`src/rtl/leaf_port_rx_buffer_pkg.sv`:
```
// BFT packet field layout, packet struct and credit FSM encoding shared by the
// leaf-port receive buffer files.
package leaf_port_rx_buffer_pkg;

    localparam int PACKET_BITS   = 49;
    localparam int PAYLOAD_BITS  = 32;
    localparam int NUM_LEAF_BITS = 5;
    localparam int NUM_PORT_BITS = 4;
    localparam int NUM_ADDR_BITS = 7;

    localparam int VALID_BIT = 48;
    localparam int LEAF_LSB  = 43;
    localparam int PORT_LSB  = 39;
    localparam int ADDR_LSB  = 32;

    typedef struct packed {
        logic                     vld;
        logic [NUM_LEAF_BITS-1:0] leaf;
        logic [NUM_PORT_BITS-1:0] port;
        logic [NUM_ADDR_BITS-1:0] addr;
        logic [PAYLOAD_BITS-1:0]  payload;
    } bft_pkt_t;

    typedef enum logic {
        CR_IDLE = 1'b0,
        CR_SEND = 1'b1
    } credit_state_t;

endpackage

```
`src/rtl/leaf_port_rx_buffer_if.sv`:
```
// Downstream payload stream plus credit-return channel of the leaf-port receive
// buffer; master is the buffer, slave is the kernel side / credit consumer.
interface leaf_port_rx_buffer_if;
    import leaf_port_rx_buffer_pkg::*;

    logic [PAYLOAD_BITS-1:0] dout;
    logic                    vld_out;
    logic                    rdy_downward;
    logic [PACKET_BITS-1:0]  credit_pkt;
    logic                    credit_vld;
    logic                    credit_ack;

    modport master (
        output dout, vld_out, credit_pkt, credit_vld,
        input  rdy_downward, credit_ack
    );

    modport slave (
        input  dout, vld_out, credit_pkt, credit_vld,
        output rdy_downward, credit_ack
    );

endinterface

```
`src/rtl/leaf_port_rx_buffer_sync_fifo_fwft.sv`:
```
// Purpose: first-word-fall-through FIFO with registered head word and occupancy count.
// Latency: a word pushed into an empty FIFO at edge t appears on dout/vld after edge t+1.
// Backpressure: pushes when full are ignored unless a pop happens in the same cycle.
module sync_fifo_fwft #(
    parameter int WIDTH      = 32,
    parameter int DEPTH_BITS = 7
) (
    input  logic                  clk,
    input  logic                  reset,
    input  logic                  push,
    input  logic [WIDTH-1:0]      push_dat,
    input  logic                  pop,
    output logic [WIDTH-1:0]      dout,
    output logic                  vld,
    output logic [DEPTH_BITS:0]   count,
    output logic                  full
);

    localparam int DEPTH = 1 << DEPTH_BITS;
    localparam logic [DEPTH_BITS:0]   ONE     = (DEPTH_BITS+1)'(1);
    localparam logic [DEPTH_BITS-1:0] PTR_ONE = DEPTH_BITS'(1);

    logic [WIDTH-1:0]      mem [DEPTH];
    logic [DEPTH_BITS-1:0] wr_ptr;
    logic [DEPTH_BITS-1:0] rd_ptr;
    logic [DEPTH_BITS-1:0] rd_ptr_nxt;
    logic                  push_ok;

    assign full       = (count == (DEPTH_BITS+1)'(DEPTH));
    assign push_ok    = push && (!full || pop);
    assign rd_ptr_nxt = pop ? rd_ptr + PTR_ONE : rd_ptr;

    always_ff @(posedge clk) begin
        if (push_ok) begin
            mem[wr_ptr] <= push_dat;
        end
    end

    // Head register reloads every cycle from the post-pop read pointer; a word
    // written this edge is only visible one edge later.
    always_ff @(posedge clk or posedge reset) begin
        if (reset) begin
            wr_ptr <= '0;
            rd_ptr <= '0;
            count  <= '0;
            vld    <= 1'b0;
            dout   <= '0;
        end else begin
            if (push_ok) begin
                wr_ptr <= wr_ptr + PTR_ONE;
            end
            rd_ptr <= rd_ptr_nxt;
            unique case ({push_ok, pop})
                2'b10:   count <= count + ONE;
                2'b01:   count <= count - ONE;
                default: count <= count;
            endcase
            vld  <= (count > ONE) || ((count == ONE) && !pop);
            dout <= mem[rd_ptr_nxt];
        end
    end

endmodule

```
`src/rtl/leaf_port_rx_buffer.sv`:
```
// Purpose: filter BFT packets for MY_PORT, queue payloads, return credits per drained block.
// Latency: accepted packet reaches vld_out two edges later when the FIFO was empty.
// Backpressure: none upstream (full drops + sticky overflow); downstream valid/ready; credit held until ack.
module leaf_port_rx_buffer
    import leaf_port_rx_buffer_pkg::*;
#(
    parameter int MY_PORT               = 2,
    parameter int FIFO_DEPTH_BITS       = 7,
    parameter int FREESPACE_UPDATE_SIZE = 64
) (
    input  logic                       clk,
    input  logic                       reset,
    input  logic                       ap_start,
    input  logic [PACKET_BITS-1:0]     din_leaf_bft2interface,
    input  logic [NUM_LEAF_BITS-1:0]   src_leaf,
    leaf_port_rx_buffer_if.master      bus,
    output logic                       overflow,
    output logic [FIFO_DEPTH_BITS:0]   fifo_count
);

    localparam logic [FIFO_DEPTH_BITS:0] THRESH = (FIFO_DEPTH_BITS+1)'(FREESPACE_UPDATE_SIZE);
    localparam logic [FIFO_DEPTH_BITS:0] ZERO_W = '0;

    bft_pkt_t                  pkt;
    bft_pkt_t                  credit_q;
    bft_pkt_t                  credit_nxt;
    logic                      unused_fields;
    logic                      match;
    logic                      started;
    logic                      fifo_vld;
    logic                      fifo_full;
    logic [PAYLOAD_BITS-1:0]   fifo_dout;
    logic                      vld_out;
    logic                      pop;
    logic [FIFO_DEPTH_BITS:0]  freed;
    logic [FIFO_DEPTH_BITS:0]  freed_inc;
    logic [FIFO_DEPTH_BITS:0]  freed_nxt;
    logic                      load_credit;
    credit_state_t             state;
    credit_state_t             state_nxt;

    assign pkt           = din_leaf_bft2interface;
    assign unused_fields = ^{pkt.leaf, pkt.addr};
    assign match         = pkt.vld && (pkt.port == NUM_PORT_BITS'(MY_PORT));

    assign vld_out = fifo_vld && started;
    assign pop     = vld_out && bus.rdy_downward;

    sync_fifo_fwft #(
        .WIDTH      (PAYLOAD_BITS),
        .DEPTH_BITS (FIFO_DEPTH_BITS)
    ) u_fifo (
        .clk      (clk),
        .reset    (reset),
        .push     (match),
        .push_dat (pkt.payload),
        .pop      (pop),
        .dout     (fifo_dout),
        .vld      (fifo_vld),
        .count    (fifo_count),
        .full     (fifo_full)
    );

    always_ff @(posedge clk or posedge reset) begin
        if (reset) begin
            started  <= 1'b0;
            overflow <= 1'b0;
        end else begin
            if (ap_start) begin
                started <= 1'b1;
            end
            if (match && fifo_full && !pop) begin
                overflow <= 1'b1;
            end
        end
    end

    assign credit_nxt = '{vld: 1'b1, leaf: src_leaf, port: NUM_PORT_BITS'(MY_PORT),
                          addr: '0, payload: PAYLOAD_BITS'(freed)};
    assign freed_inc  = freed + {ZERO_W[FIFO_DEPTH_BITS:1], pop};

    always_comb begin
        state_nxt   = state;
        load_credit = 1'b0;
        freed_nxt   = freed_inc;
        unique case (state)
            CR_IDLE: begin
                if (freed >= THRESH) begin
                    // Report everything freed so far; only this cycle's pop carries over.
                    load_credit = 1'b1;
                    freed_nxt   = freed_inc - freed;
                    state_nxt   = CR_SEND;
                end
            end
            CR_SEND: begin
                if (bus.credit_ack) begin
                    state_nxt = CR_IDLE;
                end
            end
            default: state_nxt = CR_IDLE;
        endcase
    end

    always_ff @(posedge clk or posedge reset) begin
        if (reset) begin
            state    <= CR_IDLE;
            freed    <= '0;
            credit_q <= '0;
        end else begin
            state <= state_nxt;
            freed <= freed_nxt;
            if (load_credit) begin
                credit_q <= credit_nxt;
            end
        end
    end

    assign bus.dout       = fifo_dout;
    assign bus.vld_out    = vld_out;
    assign bus.credit_pkt = credit_q;
    assign bus.credit_vld = (state == CR_SEND);

endmodule

```
`src/flat_wrapper.sv`:
```
// flat-port wrapper written by rule: the top's interface ports become plain ports
module leaf_port_rx_buffer_flat import leaf_port_rx_buffer_pkg::*;
#(
    parameter int MY_PORT               = 2,
    parameter int FIFO_DEPTH_BITS       = 7,
    parameter int FREESPACE_UPDATE_SIZE = 64
)
  (clk, reset, ap_start, din_leaf_bft2interface, src_leaf, overflow, fifo_count, bus_dout, bus_vld_out, bus_credit_pkt, bus_credit_vld, bus_rdy_downward, bus_credit_ack);
  leaf_port_rx_buffer_if bus_i ();
  input  logic clk;
  input  logic reset;
  input  logic ap_start;
  input  logic [PACKET_BITS-1:0] din_leaf_bft2interface;
  input  logic [NUM_LEAF_BITS-1:0] src_leaf;
  output logic overflow;
  output logic [FIFO_DEPTH_BITS:0] fifo_count;
  output wire logic [$bits(bus_i.dout)-1:0] bus_dout;
  output wire logic [$bits(bus_i.vld_out)-1:0] bus_vld_out;
  output wire logic [$bits(bus_i.credit_pkt)-1:0] bus_credit_pkt;
  output wire logic [$bits(bus_i.credit_vld)-1:0] bus_credit_vld;
  input wire logic [$bits(bus_i.rdy_downward)-1:0] bus_rdy_downward;
  input wire logic [$bits(bus_i.credit_ack)-1:0] bus_credit_ack;
  assign bus_dout = bus_i.dout;
  assign bus_vld_out = bus_i.vld_out;
  assign bus_credit_pkt = bus_i.credit_pkt;
  assign bus_credit_vld = bus_i.credit_vld;
  assign bus_i.rdy_downward = bus_rdy_downward;
  assign bus_i.credit_ack = bus_credit_ack;
  leaf_port_rx_buffer #(.MY_PORT(MY_PORT), .FIFO_DEPTH_BITS(FIFO_DEPTH_BITS), .FREESPACE_UPDATE_SIZE(FREESPACE_UPDATE_SIZE)) u_core (.clk(clk), .reset(reset), .ap_start(ap_start), .din_leaf_bft2interface(din_leaf_bft2interface), .src_leaf(src_leaf), .bus(bus_i), .overflow(overflow), .fifo_count(fifo_count));
endmodule
```
`config.mk`:
```
export PLATFORM = sky130hd
export DESIGN_NAME = leaf_port_rx_buffer_flat
export DESIGN_NICKNAME = d
export VERILOG_FILES = /design/src/rtl/leaf_port_rx_buffer_pkg.sv /design/src/rtl/leaf_port_rx_buffer_if.sv /design/src/rtl/leaf_port_rx_buffer_sync_fifo_fwft.sv /design/src/rtl/leaf_port_rx_buffer.sv /design/src/flat_wrapper.sv
export SDC_FILE = /design/constraint.sdc
export NUM_CORES = 2
export LEC_CHECK = 0
export BUFFER_PORTS_ARGS = -buffer_cell sky130_fd_sc_hd__buf_2
export CAP_MARGIN = 20
export CELL_PAD_IN_SITES_DETAIL_PLACEMENT = 0
export CELL_PAD_IN_SITES_GLOBAL_PLACEMENT = 1
export CORE_MARGIN = 5
export CORE_UTILIZATION = 40
export CTS_CLUSTER_DIAMETER = 100
export DETAILED_ROUTE_END_ITERATION = 16
export PLACE_DENSITY = 0.69
export SLEW_MARGIN = 25
export SYNTH_ARGS = -nofsm -noshare
export SYNTH_HDL_FRONTEND = slang
export SYNTH_SLANG_ARGS = --single-unit
```
`constraint.sdc`:
```
create_clock -name clk -period 5.72 [get_ports clk]
set_input_delay 0.286 -clock clk [delete_from_list [all_inputs] [get_ports clk]]
set_output_delay 0.286 -clock clk [all_outputs]
set_load 0.05 [all_outputs]
```
=== Yosys cells after proc, flatten, opt, wreduce, memory -nomap -nowiden ===
Memory sizes are Yosys's and may differ from the RTL's. A register that Yosys moved wholly into a read port is not among the register bits.
Cells that the tools add are included.

* ROM bits: 0
* Flip-flop bits (word level): 48
* Word-level logic and storage cells: 48
* RAM bits: 4096
* Output and inout port bits: 92
* Memories kept: 1
* Bits in latches: 0
* Input port bits: 59

* Bitwise gates (word level): 1
* Multiplexer cells: 10
* Add/sub/neg operators: 6
* Reductions and logical operators: 12
* Magnitude comparators: 2
* Multipliers: 0
* Divide/modulo/power cells: 0
* Shift operators: 0
* Equality and inequality tests: 5

{| class="wikitable"
|+ Memory list
! name !! depth !! width !! rd ports !! clocked after memory_dff !! write ports !! line !! text
|-
| u_core.u_fifo.mem || 128 || 32 || 1 || 1 || 1 || leaf_port_rx_buffer_sync_fifo_fwft.sv:23 || <nowiki>logic [WIDTH-1:0] mem [DEPTH];</nowiki>
|}

{| class="wikitable"
|+ Operators by type and width
! kind !! count
|-
| $mux W8 || 2
|-
| $pmux W8 S2 || 1
|-
| $add A7 B1 Y7 const B || 2
|-
| $add A8 B1 Y8 || 1
|-
| $add A8 B1 Y8 const B || 1
|-
| $eq A8 B1 Y1 const B || 1
|-
| $eq A8 B8 Y1 const B || 1
|-
| $ge A8 B7 Y1 const B || 1
|-
| $gt A8 B1 Y1 const B || 1
|-
| $sub A8 B1 Y8 const B || 1
|-
| $sub A8 B8 Y8 || 1
|-
| $logic_and A1 B1 Y1 || 7
|-
| $mux W7 || 1
|-
| $mux W1 || 5
|-
| $eq A4 B2 Y1 const B || 1
|-
| $eq A2 B1 Y1 const B || 1
|-
| $eq A2 B2 Y1 const B || 1
|-
| $logic_not A1 Y1 || 2
|-
| $logic_or A1 B1 Y1 || 2
|-
| $pmux W1 S2 || 1
|-
| $reduce_bool A2 Y1 || 1
|-
| $not A1 Y1 || 1
|}

=== Depth between registers and ports, before layout ===
* Depth in word-level cells: 6
* Gate-level depth with buffers: 18
* Mapped depth without buffers: 13

=== Cells and area by module ===
Synthesis repeated with hierarchy kept, for this count alone.

* Cells, all modules: 10002
* Area, all modules: 193767.1 um^2

{| class="wikitable"
|+ Modules (own cells, without submodules)
! module !! area each (um^2) !! cells each !! seq. area each (um^2) !! times used
|-
| sync_fifo_fwft || 192176.8 || 9826 || 124374.3 || 1
|-
| leaf_port_rx_buffer || 1590.3 || 176 || 625.6 || 1
|}

=== Worst setup path before layout ===
No wires, ideal clock.

* Path type: reg2reg
* Start point: reg u_core.u_fifo.count[0]
* End point: mem u_core.u_fifo.mem[127][0], enable pin
* Required time: 5.299 ns
* Setup time: 0.421 ns
* Period minus slack after synthesis: 4.023 ns
* Setup slack: 1.697 ns
* Stages on the path, launching flop included: 10
* Path buffers: 1
* Data arrival time: 3.601 ns
* Cells stage by stage: dfrtp_1 -> inv_1 -> ha_1 -> nand3_1 -> nor2_1 -> nor2_1 -> and2_0 -> nand3_1 -> clkbuf_1 -> nor2_1

* Word-level cells in the longest chain between the ends: 6

{| class="wikitable"
|+ Ends and longest elaborated chain
! item !! line !! text
|-
| from (decl) || leaf_port_rx_buffer_sync_fifo_fwft.sv:15 || <nowiki>output logic [DEPTH_BITS:0] count,</nowiki>
|-
| from (signal assigned) || leaf_port_rx_buffer_sync_fifo_fwft.sv:54 || <nowiki>2'b10: count <= count + ONE;</nowiki>
|-
| from (signal assigned) || leaf_port_rx_buffer_sync_fifo_fwft.sv:55 || <nowiki>2'b01: count <= count - ONE;</nowiki>
|-
| from (signal assigned) || leaf_port_rx_buffer_sync_fifo_fwft.sv:56 || <nowiki>default: count <= count;</nowiki>
|-
| $eq A8 B8 Y1 || leaf_port_rx_buffer_sync_fifo_fwft.sv:29 || <nowiki>assign full = (count == (DEPTH_BITS+1)'(DEPTH));</nowiki>
|-
| $logic_not A1 Y1 || leaf_port_rx_buffer_sync_fifo_fwft.sv:30 || <nowiki>assign push_ok = push && (!full || pop);</nowiki>
|-
| $logic_or A1 B1 Y1 || leaf_port_rx_buffer_sync_fifo_fwft.sv:30 ||
|-
| $logic_and A1 B1 Y1 || leaf_port_rx_buffer_sync_fifo_fwft.sv:30 ||
|-
| $mux W1 || leaf_port_rx_buffer_sync_fifo_fwft.sv:34 || <nowiki>if (push_ok) begin</nowiki>
|-
| $mux W1 (implied by the code) || leaf_port_rx_buffer_sync_fifo_fwft.sv:35 || <nowiki>mem[wr_ptr] <= push_dat;</nowiki>
|-
| to (decl) || leaf_port_rx_buffer_sync_fifo_fwft.sv:23 ||
|}

No other way between the ends.

=== Final worst setup path ===
* Start point: reg u_core.u_fifo.rd_ptr[1]
* End point: reg u_core.u_fifo.dout[6] (read register of u_core.u_fifo.mem)

* Word-level cells in the longest chain between the ends: 2

{| class="wikitable"
|+ Ends and longest elaborated chain
! item !! line !! text
|-
| from (decl) || leaf_port_rx_buffer_sync_fifo_fwft.sv:25 || <nowiki>logic [DEPTH_BITS-1:0] rd_ptr;</nowiki>
|-
| from (signal assigned) || leaf_port_rx_buffer_sync_fifo_fwft.sv:52 || <nowiki>rd_ptr <= rd_ptr_nxt;</nowiki>
|-
| $add A7 B1 Y7 || leaf_port_rx_buffer_sync_fifo_fwft.sv:31 || <nowiki>assign rd_ptr_nxt = pop ? rd_ptr + PTR_ONE : rd_ptr;</nowiki>
|-
| $mux W7 * || leaf_port_rx_buffer_sync_fifo_fwft.sv:31 ||
|-
| to (decl) || leaf_port_rx_buffer_sync_fifo_fwft.sv:13 || <nowiki>output logic [WIDTH-1:0] dout,</nowiki>
|}

Every way passes the cells marked *; elsewhere a longest branch is shown, timed or not.
A chain may end at the register's enable or synchronous reset.

==> metrics <==
status finished, final reports clean; Clock Skew 0.08752 ns; Startpoint Class register; Fin. Hold Viols 0; first-pass GRT wire length 681500 um; Reg2Reg Depth 11; IO buf count 104; initial antenna violation count 42; P per Cell Area 501.6 nW/um^2; wire length per cell 29.21 um; area delta synth->final 14.23%; vias in the first global route 92720; Max VDD drop 0.0005867 V; Initial Util 0.4011; max frequency 0.1950 GHz; P_int 60.26 mW; die height 653.4 um; # IOs 151; synth warn 0; grt ovf 0; Synth Area in Adders 0.0009067; XOR/XNOR Fraction of Synth Area 0.001783; WL final 483400 um; worst min-delay path class in2reg; Setup violations, final 0; Total GRT Usage 0.2194; switching fraction of total power 0.3650; CTS Buf Count 428; antenna-violating nets left 0; dpl hpwl 286000 um; Seq/Total Area, Yosys 0.7549; gr busiest metal met2; WS Path Type reg2reg; multiplexer share of the synthesized area 0.09818; htree depth 5; async set-reset flop share out of synthesis 0.01916; Final #Nets 10760; Setup Fix Bufs, Post-CTS 0; CTS tree built; Max Cap Viol 0; setup tns final 0 ns; layout cells sized above 1 0.1435; most frequent cells in the layout edfxtp_1 (4096), nand2_1 (1759), mux2i_1 (1003); Clk pin slew, worst setup/hold paths 0.06 ns; num rows 236; Yosys top cell area share 0.7428; post-synthesis simple-gate area fraction 0.08453; EDFF count, synth 4096; CP Capture Type register; critical path, cell by cell ha_1 > and4_1 > xnor2_4 > inv_8 > buf_12 > mux4_2 > mux2i_1 > o22ai_1 > nor4_1 > buf_4 > nand4_1; Psw 34.63 mW; die area 427000 um^2; Clk pwr share 0.285; fin crit share 0.8966; RSZ-0062 raised after global routing no; Synth cell types 79; clock sink total 4176; worst skew pair latency 1.00 ns; Arr. time, crit path 5.99 ns; DRT iter0 DRCs 11020; via count 95600; Slowest cell on crit path nor4_1; CP max FO 95; hold path depth 4; synth top area cells edfxtp_1 (74%), mux2i_1 (6.1%), nand2_1 (4.0%), mux4_2 (3.5%), nand3_1 (2.3%); Slew headroom 0.2409; post-route minimum period 5.128 ns; largest net degree at the start of global routing 133; mapped cell area 165600 um^2; commonest non-fill, non-tap cell in the layout edfxtp_1; Max Slew Vio Count 0; # fillers 35190; largest family of logic cells by synthesized area multiplexers; Synth Instances 10320; Root Buffer clkbuf_16; max incr delay on CP 0.88 ns; sequential share of power 0.363; DRC 0; DR pass1 iterations 8; core area 412800 um^2; Clock Path Buffers 4; Synth Area in Compound Gates 0.03965; average cell area after synthesis 16.04 um^2; Leakage 62.73 nW; Comb power frac 0.352; met3 GRT Util 0.03400; Critical Path RT 6.58 ns; met2 Usage GRT 0.3584; M1 GR Usage 0.2950; ys flop type edfxtp_1; area leader, netlist edfxtp_1; Synth Register Bits 4176; Via density 5.777; Die W 653.4 um; Least-Margin Pin Slew 1.139 ns; Layout Utilization 0.4582; Placer Congestion 0.8715
==> worst max-delay path, delay by kind of cell (launching register included) <==
| kind | cells | cell delay [ns] |
|---|---|---|
| AOI/OAI and AO/OA | 1 | 0.23 |
| xor gates and xnor gates | 1 | 0.17 |
| adders and majority gates | 1 | 0.34 |
| and+or+nand+nor | 3 | 1.44 |
| muxes | 2 | 0.71 |
| buffers and inverters | 3 | 1.28 |
| DFF | 1 | 0.59 |
==> what timing repair did <==
item	in CTS	in global routing
hold endpoints to repair	1453	43
gates resized for setup	0	0
hold buffers	43	1
==> power groups by stage <==
stage                     clock network (mW)  registers (mW)  logic [mW]
after global routing                    28.7            34.4        35.3
after floorplan                            0            35.4        20.4
after detailed placement                   0            35.1        33.2
after global placement                     0            35.1        32.9
final                                   27.0            34.5        33.4
after CTS                               27.4            34.5        33.4
==> routing by layer <==
metal | wire [um] | up-vias
met4 | 21340 | 22
li1 | - | 40850
met3 | 38330 | 743
met5 | 147 | -
met1 | 192200 | 49630
met2 | 231300 | 4354
==> synth_stat cells (all sizes together) (38+ instances only) <==
| cell type | number |
|---|---|
| buf | 357 |
| a221oi | 59 |
| nor2 | 206 |
| nor3 | 56 |
| dfrtp | 80 |
| nand4 | 184 |
| a21oi | 124 |
| nand2b | 59 |
| nand3 | 761 |
| o2111ai | 41 |
| o211ai | 38 |
| o22ai | 74 |
| nand2 | 1767 |
| a311oi | 44 |
| a31oi | 53 |
| edfxtp | 4096 |
| o21ai | 212 |
| a22oi | 114 |
| mux2i | 1004 |
| mux4 | 261 |
| clkbuf | 310 |
| a32oi | 50 |
==> layout make-up <==
type                            count  area, um^2  share of cell area
Antenna cell                       14       35.03           0.0001852
Clock buffer                      567       11450             0.06051
Clock inverter                    231        2152             0.01138
Inverter                           18       97.59           0.0005159
Multi-Input combinational cell   5493       38590              0.2040
Sequential cell                  4176      125000              0.6608
Tap cell                         5474        6849             0.03621
Timing Repair Buffer              575        4995             0.02640
==> sequential cells by signal, summed over array words and instances (netlist names) <==
register	count
u_core.overflow	1
u_core.bus.credit_vld	1
u_core.u_fifo.rd_ptr	7
u_core.freed	8
u_core.u_fifo.count	8
u_core.u_fifo.mem	4096
u_core.u_fifo.wr_ptr	7
u_core.bus.credit_pkt	14
u_core.u_fifo.vld	1
u_core.u_fifo.dout	32
u_core.started	1
==> worst paths after layout <==
path                                                      startpoint                                     to  slack (ns)
worst max-delay path               u_core.u_fifo.rd_ptr[1]$_DFF_PP0_        u_core.u_fifo.dout[6]$_DFF_PP0_        0.59
worst min-delay path                                     src_leaf[3]  u_core.bus.credit_pkt[46]$_DFFE_PP0P_        0.08
worst max register to register     u_core.u_fifo.rd_ptr[1]$_DFF_PP0_        u_core.u_fifo.dout[6]$_DFF_PP0_        0.59
worst min register to register  u_core.bus.credit_pkt[4]$_DFFE_PP0P_   u_core.bus.credit_pkt[4]$_DFFE_PP0P_        0.48
max in group asynchronous                                      reset      u_core.u_fifo.rd_ptr[0]$_DFF_PP0_        3.98
min in group asynchronous                                      reset   u_core.bus.credit_pkt[6]$_DFFE_PP0P_        0.56
==> cells by family after synthesis <==
| logic type | Yosys count |
|---|---|
| DFF | 4176 |
| other | 1 |
| and+or+nand+nor | 3177 |
| adders and majority gates | 12 |
| xor gates and xnor gates | 32 |
| AOI/OAI and AO/OA | 944 |
| muxes | 1294 |
| buffers and inverters | 685 |
==> stage by stage <==
step           cell area, um^2  setup slack [ns]  hold WS [ns]  cells  power, mW
6_report                189200            0.5917       0.08191  16550      94.89
5_1_grt                 189100            0.4089       0.06579  16540      98.47
4_1_cts                 189000            0.4729      0.005917  16530      95.24
3_5_place_dp            175000            0.4556        0.4015  15690      68.35
3_3_place_gp            174800            0.4844        0.3874  15680      67.98
2_1_floorplan           165700             1.697        0.3824  10350      55.75
(Power assumes the default switching activity.)
